`src/rtl/fifo_flops.sv`:
```
// fifo_flops -- first-word-fall-through FIFO built from a flop array.
//
// Storage is a depth x bits register array addressed by circular write and
// read pointers, with an occupancy counter that drives the registered
// full/pndng flags. The head word is presented on Dout combinationally, so
// it is valid in the same cycle pndng rises, and Dout is forced to zero
// whenever the FIFO is empty, so stale array contents never leak out.
//
// Parameters:
//   depth  number of storage entries (2..256)
//   bits   data word width (1..64)
//
// Ports:
//   clk    clock, all state updates on the rising edge
//   rst    asynchronous active-high reset
//   Din    write data, sampled when push=1
//   push   write request for this cycle
//   pop    read request for this cycle, consumes the word on Dout
//   Dout   head-of-queue word (zero when empty)
//   full   high when the FIFO holds depth words
//   pndng  high when the FIFO holds at least one word
//   count  current occupancy (only when FIFO_FLOPS_COUNT_EN is defined)
//
// Build option:
//   FIFO_FLOPS_COUNT_EN  exposes the occupancy counter on an extra port.

module fifo_flops #(
  parameter int depth = 8,
  parameter int bits  = 16
) (
  input  logic            clk,
  input  logic            rst,
  input  logic [bits-1:0] Din,
  input  logic            push,
  input  logic            pop,
  output logic [bits-1:0] Dout,
  output logic            full,
  output logic            pndng
`ifdef FIFO_FLOPS_COUNT_EN
  ,
  output logic [$clog2(depth+1)-1:0] count
`endif
);

  localparam int PtrW = $clog2(depth);
  localparam int CntW = $clog2(depth + 1);
  localparam logic [PtrW-1:0] LastIdx  = PtrW'(depth - 1);
  localparam logic [CntW-1:0] FullCnt  = CntW'(depth);

  logic [bits-1:0] mem_q [depth];

  logic [PtrW-1:0] wrPtr_q, wrPtr_d;
  logic [PtrW-1:0] rdPtr_q, rdPtr_d;
  logic [CntW-1:0] count_q, count_d;
  logic            full_q, full_d;
  logic            pndng_q, pndng_d;

  logic doPush;
  logic doPop;

  // A push is accepted when there is room, or when the FIFO is full but a
  // pop in the same cycle frees the head slot. A pop only takes effect when
  // a word is actually pending; push+pop on an empty FIFO therefore stores
  // the new word only. Nothing is accepted while reset is held.
  always_comb begin
    doPush = push && (!full_q || pop) && !rst;
    doPop  = pop && pndng_q && !rst;
  end

  // Next-state for pointers, occupancy and the registered flags. The flags
  // are computed from the next occupancy so they change on the same edge
  // that changes the count.
  always_comb begin
    wrPtr_d = wrPtr_q;
    rdPtr_d = rdPtr_q;
    count_d = count_q;

    if (doPush) begin
      wrPtr_d = (wrPtr_q == LastIdx) ? '0 : wrPtr_q + PtrW'(1);
    end
    if (doPop) begin
      rdPtr_d = (rdPtr_q == LastIdx) ? '0 : rdPtr_q + PtrW'(1);
    end

    if (doPush && !doPop) begin
      count_d = count_q + CntW'(1);
    end else if (doPop && !doPush) begin
      count_d = count_q - CntW'(1);
    end

    full_d  = (count_d == FullCnt);
    pndng_d = (count_d != '0);
  end

  // Control state; reset takes effect immediately so the flags and Dout
  // drop to zero without waiting for a clock edge.
  always_ff @(posedge clk or posedge rst) begin
    if (rst) begin
      wrPtr_q <= '0;
      rdPtr_q <= '0;
      count_q <= '0;
      full_q  <= 1'b0;
      pndng_q <= 1'b0;
    end else begin
      wrPtr_q <= wrPtr_d;
      rdPtr_q <= rdPtr_d;
      count_q <= count_d;
      full_q  <= full_d;
      pndng_q <= pndng_d;
    end
  end

  // Data array is deliberately left out of reset; the empty-gating on Dout
  // keeps any leftover contents invisible.
  always_ff @(posedge clk) begin
    if (doPush) begin
      mem_q[wrPtr_q] <= Din;
    end
  end

  // Zero-latency head read, masked to zero when nothing is pending.
  always_comb begin
    Dout  = pndng_q ? mem_q[rdPtr_q] : '0;
    full  = full_q;
    pndng = pndng_q;
  end

`ifdef FIFO_FLOPS_COUNT_EN
  assign count = count_q;
`endif

endmodule

```
`config.mk`:
```
export PLATFORM = sky130hd
export DESIGN_NAME = fifo_flops
export DESIGN_NICKNAME = d
export VERILOG_FILES = /design/src/rtl/fifo_flops.sv
export SDC_FILE = /design/constraint.sdc
export NUM_CORES = 1
export LEC_CHECK = 0
export BUFFER_PORTS_ARGS = -buffer_cell sky130_fd_sc_hd__buf_2
export CELL_PAD_IN_SITES_DETAIL_PLACEMENT = 0
export CELL_PAD_IN_SITES_GLOBAL_PLACEMENT = 1
export CORE_ASPECT_RATIO = 1.75
export CORE_MARGIN = 2
export CORE_UTILIZATION = 35
export DETAILED_ROUTE_END_ITERATION = 6
export GPL_ROUTABILITY_DRIVEN = 0
export GPL_TIMING_DRIVEN = 0
export PLACE_DENSITY_LB_ADDON = 0.1
export SYNTH_ARGS = -nofsm -noshare
export SYNTH_HDL_FRONTEND = slang
export SYNTH_SLANG_ARGS = --single-unit
```
`constraint.sdc`:
```
create_clock -name clk -period 2.7 [get_ports clk]
set_input_delay 0.54 -clock clk [delete_from_list [all_inputs] [get_ports clk]]
set_output_delay 0.54 -clock clk [all_outputs]
set_load 0.005 [all_outputs]
```
==> flow_metrics.py <==
metrics = {
    "floorplanning": {
        "core_um2": 15880,
        "ios": 38,
        "fp.dieH_um": 172.1,
        "fp-row-count": 61,
        "die_w_um": 100.0,
        "dieArea_um2": 17220,
        "initial_utilization_pct": 35.59,
    },
    "sta": {
        "maxSlewViolCount": 0,
        "fmax_ghz": 0.3870,
        "tightest_slew_ns": 0.9548,
        "setup_viol": 0,
        "whs_ns": 0.1965,
        "fin_crit_ns": 2.584,
        "slew_headroom_pct": 36.00,
        "final_min_period_over_clock_period_pct": 95.71,
        "hold_viol": 0,
        "fin_worst_skew_ns": 0.006849,
    },
    "synthesis": {
        "syn_area_um2": 5650,
        "ys_seq_area_share_pct": 73.34,
        "ys_ff_latch": 140,
        "avgSynthCellArea_um2": 20.04,
        "synth_nets": 308,
        "synth_top_area_share_pct": 68.02,
        "yosysMostFrequentCell": "edfxtp_1",
        "synth_cell_types": 39,
        "async_flop_share_pct": 8.571,
        "synth-edff-count": 128,
        "synth_ff_type": "edfxtp_1",
        "synth_cells": 282,
        "synth_top_cell_by_area": "edfxtp_1",
        "yosys_warnings": 0,
        "synthTopCellsByArea": "edfxtp_1 68%, mux4_2 13%, dfrtp_1 5.3%, mux2i_1 2.8%, nor2b_1 1.9%",
        "synthTopCellsByCount": "128 x edfxtp_1, 32 x mux4_2, 17 x nor2b_1",
    },
    "cells_and_area": {
        "final_area_um2": 6959,
        "insertedDiodeCount": 0,
        "final_layout_size_suffix_gt1_share_pct": 38.06,
        "num-nets-final": 374,
        "multiInputGateArea_um2": 1481,
        "area_growth_pct": 23.16,
        "nFillCells": 1409,
        "fin_util_pct": 43.84,
        "final_cell_count_no_fill": 549,
        "regArea_um2": 4144,
    },
    "power_and_ir_drop": {
        "powerDensity_nw_per_um2": 1042,
        "power.total_mw": 7.251,
        "p_leak_nw": 2.417,
        "ir_drop_v": 0.0004652,
    },
    "placement": {
        "port_buffers": 37,
        "dpl.hpwl_mm": 8.299,
        "dp.cells": 518,
        "placed_cell_area_um2": 6259,
    },
    "route": {
        "wl_mm": 12.05,
        "vias": 2816,
        "drt.antenna.violating_nets": 0,
        "drc": 0,
        "dr.pass1.iters": 4,
        "vias_per_cell": 5.129,
        "drtIter0Drc": 99,
        "detail_route.wl_per_cell_um": 21.95,
    },
    "cts": {
        "clkLatencyLatePin_ns": 0.41,
        "cts-root-buf": "clkbuf_16",
        "numCtsBuffers": 17,
        "cts_tree": "built",
        "cts-htree-levels": 4,
        "clock_sinks": 140,
        "cts_buffer_depth": 2,
        "clkTransAtPathRegs_ns": 0.06,
        "postCtsHoldBufs": 0,
        "cts_setup_buffers": 0,
    },
    "critical_path": {
        "slowest_stage": "mux4_2",
        "end_kind": "output pin",
        "required_ns": 2.16,
        "cp-start-kind": "register",
        "path_buf_inv": 3,
        "worstPathMaxFanout": 10,
        "crit_type": "register to output pin",
        "cpPeakStageDelay_ns": 0.51,
        "cp_cell_sequence": "buf_8 > buf_12 > mux4_2 > mux2i_2 > nor2b_1 > buf_2",
        "cp_top_family": "multiplexers",
        "critical_path_arrival_ns": 2.04,
    },
    "global_route": {
        "grt_pass1_vias": 3041,
        "grt_max_degree": 17,
        "grt_pass1_wl_mm": 18.44,
        "antenna_found_initial": 0,
        "grtUsageTotal_pct": 15.37,
        "grt_overflow": 0,
    },
    "run": {
        "maxCapViolCount": 0,
    },
    "outcome": {
        "status": "completed",
    },
    "worst_hold_path": {
        "holdCritPathClass": "input port to async pin",
    },
}
-- sequential cells by signal, indices dropped and copies added (netlist names) --
name,cells
count_q,4
full,1
rdPtr_q,3
pndng,1
wrPtr_q,3
mem_q,128
-- area by class of cell --
| type | instances | share of cell area (%) |
|---|---|---|
| Tap cell | 189 | 3.398 |
| Timing Repair Buffer | 47 | 4.729 |
| Buffer | 13 | 1.978 |
| Inverter | 3 | 0.1618 |
| Clock buffer | 18 | 6.167 |
| Sequential cell | 140 | 59.55 |
| Multi-Input combinational cell | 126 | 21.29 |
| Clock inverter | 13 | 2.733 |
-- placed cells by master, fill, tap and decap left out, types with 2 or more instances in the layout --
| cell | instances |
|---|---|
| a21oi_1 | 2 |
| inv_1 | 3 |
| nand3_1 | 3 |
| clkinv_2 | 2 |
| inv_6 | 3 |
| mux2i_1 | 15 |
| buf_2 | 39 |
| a21o_1 | 2 |
| clkbuf_8 | 2 |
| o21ai_1 | 2 |
| mux4_2 | 32 |
| nor2b_1 | 17 |
| nand2b_1 | 3 |
| buf_8 | 6 |
| nor3_2 | 4 |
| buf_12 | 2 |
| nor3_1 | 3 |
| clkbuf_16 | 17 |
| clkbuf_2 | 3 |
| nor2_1 | 5 |
| clkinv_4 | 3 |
| nand2_1 | 4 |
| and3_1 | 2 |
| buf_6 | 5 |
| bufinv_16 | 4 |
| edfxtp_1 | 128 |
| dfrtp_1 | 12 |
| mux2_1 | 3 |
| ha_1 | 6 |
| nor2_2 | 3 |
-- kinds of logic (layout without fill, tap and decap cells) --
| family | count (synthesis) | count (layout) | synth area share (%) |
|---|---|---|---|
| adders and majority gates | 6 | 6 | 1.329 |
| muxes | 51 | 51 | 16.19 |
| xor gates and xnor gates | 1 | 1 | 0.1550 |
| DFF | 140 | 140 | 73.34 |
| AOI/OAI and AO/OA | 14 | 14 | 1.949 |
| buffers and inverters | 16 | 94 | 1.262 |
| and+or+nand+nor | 54 | 54 | 5.780 |
-- timing repair --
item | in CTS | in global routing
resized for setup | 18 | 9
setup endpoints to repair | 16 | 13
gates cloned | 0 | 0
-- per-layer routing --
| layer | GRT usage, % | share of wire, % |
|---|---|---|
| met4 | 6.135 | 1.9 |
| met3 | 3.517 | 2.5 |
| met1 | 17.50 | 39 |
| met2 | 27.70 | 56 |
| met5 | 0 | 0 |
-- worst register-to-register path, cell delays in order, from the launching register on --
cell and delay, ns:
dfrtp_1 0.40, nand2b_4 0.12, nand2_1 0.25, nor3_2 0.84, buf_8 0.24
-- power breakdown --
part           total [mW]  switching (mW)  internal (mW)
combinational        2.08            1.01           1.07
clock                2.43           0.886           1.55
sequential           2.74           0.144           2.59
total                7.25            2.04           5.21
-- path summary, 6_finish.rpt --
check | to | slack (ns) | cells after the start | start
max in group asynchronous | rdPtr_q[2] | 2.13 | 2 | rst
max reg2reg | mem_q[6][7] | 0.55 | 4 | full
min | count_q[3] | 0.20 | 2 | rst
min in group clk | mem_q[4][6] | 0.39 | 1 | Din[6]
min reg2reg | rdPtr_q[2] | 0.61 | 2 | rdPtr_q[2]
max | Dout[2] | 0.12 | 6 | rdPtr_q[0]
-- stage by stage --
step / worst slack (ns) / TNS, ns
3_3_place_gp: -1.500 / -121.26
6_report: 0.1160 / 0
4_1_cts: 0.007555 / 0
3_5_place_dp: -0.1424 / -0.2825
5_1_grt: -0.01118 / -0.01118
2_1_floorplan: 0.1346 / 0
No activity file was read; power rests on OpenSTA's default activity.
